### config.mk
export PLATFORM = sky130hd
export DESIGN_NAME = mem_arbiter
export DESIGN_NICKNAME = d
export VERILOG_FILES = /design/src/rtl/mem_arbiter.sv
export SDC_FILE = /design/constraint.sdc
export NUM_CORES = 1
export LEC_CHECK = 0
export ABC_AREA = 1
export BUFFER_PORTS_ARGS = -buffer_cell sky130_fd_sc_hd__buf_2
export CAP_MARGIN = 20
export CORE_AREA = 2 2 116 118
export CTS_CLUSTER_SIZE = 40
export DETAILED_ROUTE_END_ITERATION = 10
export DIE_AREA = 0 0 118 120
export HOLD_SLACK_MARGIN = 0.1
export SLEW_MARGIN = 40
export SYNTH_ARGS = -nofsm -noshare
export SYNTH_HDL_FRONTEND = slang
export SYNTH_SLANG_ARGS = --single-unit
export TNS_END_PERCENT = 100
### constraint.sdc
create_clock -name clk -period 2.65 [get_ports clk]
set_input_delay 0.265 -clock clk [delete_from_list [all_inputs] [get_ports clk]]
set_output_delay 0.265 -clock clk [all_outputs]
set_load 0.02 [all_outputs]
### src/rtl/mem_arbiter.sv
// Two-port arbiter sharing the unified MIPS memory between the CPU and a DMA/loader.
// Registered owner with round-robin tie break and a burst limit; memory mux and acks follow the owner.
module mem_arbiter #(
    parameter int unsigned WIDTH    = 32,
    parameter int unsigned MAXBURST = 4
) (
    input  logic             clk,
    input  logic             reset,
    input  logic             c_req,
    input  logic             c_we,
    input  logic [WIDTH-1:0] c_adr,
    input  logic [WIDTH-1:0] c_wd,
    output logic [WIDTH-1:0] c_rd,
    output logic             c_ack,
    input  logic             d_req,
    input  logic             d_we,
    input  logic [WIDTH-1:0] d_adr,
    input  logic [WIDTH-1:0] d_wd,
    output logic [WIDTH-1:0] d_rd,
    output logic             d_ack,
    output logic [WIDTH-1:0] m_adr,
    output logic [WIDTH-1:0] m_wd,
    output logic             m_we,
    input  logic [WIDTH-1:0] m_rd,
    output logic [1:0]       owner
);

    localparam int unsigned BW = 4;

    typedef enum logic [1:0] {
        IDLE = 2'b00,
        CPU  = 2'b01,
        DMA  = 2'b10
    } owner_t;

    owner_t        state;
    logic          last;
    logic [BW-1:0] bcnt;
    logic [BW-1:0] bcnt_inc;
    logic          under_limit;

    // One more acked cycle still leaves the owner inside its burst allowance.
    assign under_limit = (({1'b0, bcnt} + (BW+1)'(1)) < (BW+1)'(MAXBURST));
    assign bcnt_inc    = (bcnt == {BW{1'b1}}) ? bcnt : bcnt + BW'(1);

    always_ff @(posedge clk or negedge reset) begin
        if (!reset) begin
            state <= IDLE;
            last  <= 1'b1;
            bcnt  <= '0;
        end else begin
            case (state)
                IDLE: begin
                    bcnt <= '0;
                    if (c_req && d_req) state <= last ? CPU : DMA;
                    else if (c_req)     state <= CPU;
                    else if (d_req)     state <= DMA;
                    else                state <= IDLE;
                end
                CPU: begin
                    if (c_req) last <= 1'b0;
                    if (c_req && (!d_req || under_limit)) begin
                        state <= CPU;
                        bcnt  <= bcnt_inc;
                    end else begin
                        state <= d_req ? DMA : IDLE;
                        bcnt  <= '0;
                    end
                end
                DMA: begin
                    if (d_req) last <= 1'b1;
                    if (d_req && (!c_req || under_limit)) begin
                        state <= DMA;
                        bcnt  <= bcnt_inc;
                    end else begin
                        state <= c_req ? CPU : IDLE;
                        bcnt  <= '0;
                    end
                end
                default: begin
                    state <= IDLE;
                    bcnt  <= '0;
                end
            endcase
        end
    end

    // Memory port follows the current owner; idle drives zeros.
    always_comb begin
        m_adr = '0;
        m_wd  = '0;
        m_we  = 1'b0;
        case (state)
            CPU: begin
                m_adr = c_adr;
                m_wd  = c_wd;
                m_we  = c_we & c_req;
            end
            DMA: begin
                m_adr = d_adr;
                m_wd  = d_wd;
                m_we  = d_we & d_req;
            end
            default: ;
        endcase
    end

    assign c_ack = (state == CPU) & c_req;
    assign d_ack = (state == DMA) & d_req;
    assign c_rd  = m_rd;
    assign d_rd  = m_rd;
    assign owner = state;

endmodule

==> Word level (Yosys, flattened, before mapping) <==
Cells that the tools add are included.
{ "word_totals": {"register_bits": 7, "in_bits": 166, "word_cells": 43} }
{ "op_classes": {"addsub": 2, "magnitude_cmp": 1, "n_eq_ne": 5, "n_mux": 18, "bitwise": 4, "reduce_logical": 10} }
{ "ops": {"columns": ["operator", "n"], "rows": [
  ["32-bit case mux with 2 select lines", 2],
  ["2-bit two-way mux", 6],
  ["4-bit two-way mux", 3],
  ["4-bit case mux with 2 select lines", 1],
  ["2-bit case mux with 3 select lines", 1],
  ["4-bit by 1-bit adder with 5-bit output (second input constant)", 1],
  ["5-bit by 3-bit < comparator with 1-bit output (second input constant)", 1],
  ["4-bit by 1-bit adder with 4-bit output (second input constant)", 1],
  ["1-bit bitwise AND", 4],
  ["4-bit == test (second input constant)", 1],
  ["2-bit inequality test (second input constant)", 2],
  ["1-bit case mux with 2 select lines", 2],
  ["1-bit logical AND", 3],
  ["1-bit two-way mux", 3],
  ["3-bit AND reduction", 1],
  ["2-bit by 1-bit == test with 1-bit output (second input constant)", 1],
  ["2-bit == test (second input constant)", 1],
  ["1-bit zero test", 2],
  ["2-bit zero test", 1],
  ["1-bit logical OR", 2],
  ["2-bit nonzero test", 1]
]} }

==> Logic depth before layout (Yosys ltp) <==
{ "logic_depth": {"ltp_word": 6, "mapped_depth": 11, "mapped_depth_nobuf": 11} }

==> Worst setup path before layout <==
Ideal clock, no wire load.
{ "synth_timing": {"path_type": "reg-to-output", "startpoint": "reg state[0], in the netlist owner[0]", "endpoint": "out m_adr[10]", "arrival_time_ps": 1622, "required_ps": 2385, "slack_ps": 763, "path_stages_with_launch": 7, "cell_sequence": "dfrtp_1 > inv_1 > ha_1 > inv_2 > buf_2 > buf_1 > a21oi_1"} }
{ "synth_between": {"elab_chain_cells": 2, "word_cells_on_any_way": 3} }
{ "synth_lines": {"columns": ["item", "line", "source"], "rows": [
  ["start: declaration", "36", "owner_t state;"],
  ["start signal: assignment", "55", "if (c_req && d_req) state <= last ? CPU : DMA;"],
  ["start signal: assignment", "66", "state <= d_req ? DMA : IDLE;"],
  ["start signal: assignment", "76", "state <= c_req ? CPU : IDLE;"],
  ["2-bit == test or 2-bit by 1-bit == test with 1-bit output (tied branches)", "93", "case (state)"],
  ["32-bit case mux with 2 select lines *", "93", null],
  ["end: declaration", "21", "output logic [WIDTH-1:0] m_adr,"]
]} }
Every way passes the cells marked *; elsewhere a longest branch is shown, timed or not.

==> Final worst setup path <==
{ "layout_timing": {"startpoint": "reg state[1], in the netlist owner[1]", "endpoint": "out m_wd[18]"} }
{ "layout_between": {"elab_chain_cells": 2, "word_cells_on_any_way": 3} }
{ "layout_lines": {"columns": ["item", "line", "source"], "rows": [
  ["2-bit == test or 2-bit by 1-bit == test with 1-bit output (tied branches)", "93", null],
  ["32-bit case mux with 2 select lines *", "93", null],
  ["end: declaration", "22", "output logic [WIDTH-1:0] m_wd,"]
]} }
Marked as above.

==> flow_summary.json <==
{
  "post-route-period-util_pct": 77.8,
  "rr_worst_depth": 9,
  "worstMarginPinSlew_ns": 0.324,
  "wl_per_cell_um": 10.8,
  "area_growth_pct": 43.3,
  "first_global_vias": 2146,
  "drt_first_iter_violations": 67,
  "arrival_ns": 1.80,
  "antenna_found_initial": 0,
  "path_max_fanout": 67,
  "ys.warnings.count": 0,
  "avgSynthCellArea_um2": 5.48,
  "drive_gt1_share_pct": 47.7,
  "path_cells": "inv_1 -> ha_2 -> buf_12 -> nand2_1 -> a21oi_1 -> buf_2",
  "slew_headroom_pct": 78.4,
  "cp-end-kind": "output port",
  "diodes": 0,
  "layout.nets": 642,
  "max_clock_freq_ghz": 0.485,
  "synth_seq_cells": 7,
  "grt_first_pass_wirelength_um": 10400,
  "yosys.area.top_type_share_pct": 28.1,
  "clk_path_buf_depth": 2,
  "rows": 42,
  "peakVddDrop_mv": 0.355,
  "yosysUniqueCellTypes": 23,
  "hold_viol": 0,
  "syn_area_um2": 1890,
  "yosys-top-cells-count": "141 x nand2_1, 66 x a21oi_1, 64 x buf_4",
  "synth_cells": 344,
  "viasPerCell": 3.89,
  "pin_count": 299,
  "slowest_delay_ns": 0.41,
  "required_ns": 2.38,
  "leakagePower_uw": 0.00145,
  "postRouteAntennaNets": 0,
  "placed_area_um2": 2620,
  "route.detailed.drc": 0,
  "wl_um": 6950,
  "ys_async_sr_fraction_pct": 100,
  "cts_buffers": 3,
  "yosysMostFrequentCell": "nand2_1",
  "clk_latency_ns": 0.23,
  "rsz0062_at_grt": "false",
  "report.final.slew_viol_count": 0,
  "fin_skew_ns": 0.000329,
  "core_area_um2": 13000,
  "htree_levels": 1,
  "critPathKind": "flip-flop to output port",
  "die_w_um": 118,
  "min_path_cells": 3,
  "dp_hpwl_um": 5550,
  "io_buffers": 202,
  "seq_area_frac_synth_pct": 9.35,
  "start_util_pct": 14.5,
  "yosys.area.top_type": "nand2_1",
  "cts_tree": "built",
  "ctsResizeCount": 0,
  "status": "complete, no violations",
  "path_clk_slew_ns": 0.04,
  "synth_edf_count": 0,
  "setup_viol": 0,
  "dieArea_um2": 14200,
  "root_buffer": "clkbuf_16",
  "worstSetupStartpointType": "flip-flop",
  "period_needed_ns": 2.06,
  "design_area_um2": 2700,
  "clock_sinks": 7,
  "ys.flop_type": "dfrtp_1",
  "slowest_stage": "dfrtp_1",
  "gr-total-overflow": 0,
  "dr_total_vias": 2515,
  "syn-num-nets": 515,
  "first_pass_iters": 4,
  "die_h_um": 120,
  "fin_setup_tns_ns": 0,
  "p_per_area_nw_per_um2": 902,
  "gp_congestion": 0.725,
  "max_cap_viol_count": 0,
  "grt_max_degree": 68,
  "hold_class": "input pin to flip-flop",
  "yosys-top-cells-area": "nand2_1 28%, buf_4 25%, a21oi_1 18%, dfrtp_1 8.0%, buf_2 3.4%",
  "gr-usage-all-layers_pct": 8.97
}
-- routing by layer --
layer | vias to the layer above | track usage (%) | wire length [um]
met5 | - | 0 | 0
met4 | 0 | 5.95 | 347
met3 | 33 | 3.85 | 862
met2 | 156 | 14.9 | 3220
met1 | 1058 | 9.21 | 2520
li1 | 1268 | - | -
-- state kept, by name, summed over array words and instances, names as in the netlist --
signal / count
owner: 2
bcnt: 4
last: 1
-- power breakdown --
part	switching, uW	internal, uW
combinational	1380	636
clock	58.2	200
sequential	27.9	140
total	1460	976
-- cells in the final DEF (no fill, tap or decap), types with 2 or more instances in the layout --
cell type,Yosys,layout
nand2_2,5,5
nor2_1,6,6
nand2_1,141,141
dfrtp_1,6,6
ha_2,0,2
clkbuf_16,0,3
inv_1,9,9
a21oi_1,66,66
inv_2,3,3
nand3_1,5,5
o21ai_0,3,3
buf_12,0,3
nor2_4,2,2
buf_2,13,202
ha_1,5,3
-- layout make-up --
class	count	area [um^2]
sequential	7	176
timing repair buffer	207	1090
fill	1518	10300
tap	176	220
multi-input combinational	239	1090
inverter	13	50.0
clock buffer	4	78.8
-- what timing repair did --
action,CTS,global route
setup buffers,0,0
hold buffers,1,0
endpoints found under the hold margin,7,0
-- path summary, 6_finish.rpt --
kind / startpoint / to / slack (ns)
max: owner[1] / m_wd[18] / 0.59
min: d_req / last / 0.38
max reg2reg: owner[0] / bcnt[1] / 1.09
min reg2reg: last / last / 0.52
max in group asynchronous: reset / last / 2.03
min in group asynchronous: reset / bcnt[2] / 0.40
-- per-stage QoR --
stage	setup WS (ns)	hold WS (ns)	utilization, %	instances	total power, uW
after global routing	0.481	0.425	20.8	646	2670
after detailed placement	0.850	0.112	20.1	641	2200
after floorplan	0.763	-0.0306	-	344	1630
final	0.588	0.382	20.8	646	2440
after global placement	0.866	0.115	20.1	641	2200
after CTS	0.595	0.379	20.8	646	2470
-- cells by family after synthesis --
kind of cell / after synthesis / share of synthesized area [%]
simple gates: 161 / 34.1
buf+inv: 98 / 33.2
compound gates: 71 / 19.1
flops: 7 / 9.35
fa+ha+maj: 5 / 3.32
xor+xnor: 1 / 0.464
mux: 1 / 0.531
-- worst max-delay path: cells and delay by family (launching register included) --
| kind | cells | cell delay (ns) |
|---|---|---|
| AOI/OAI and AO/OA | 1 | 0.18 |
| buffers and inverters | 3 | 0.51 |
| DFF | 1 | 0.41 |
| and+or+nand+nor | 1 | 0.19 |
| adders and majority gates | 1 | 0.19 |
(Power assumes the default switching activity.)
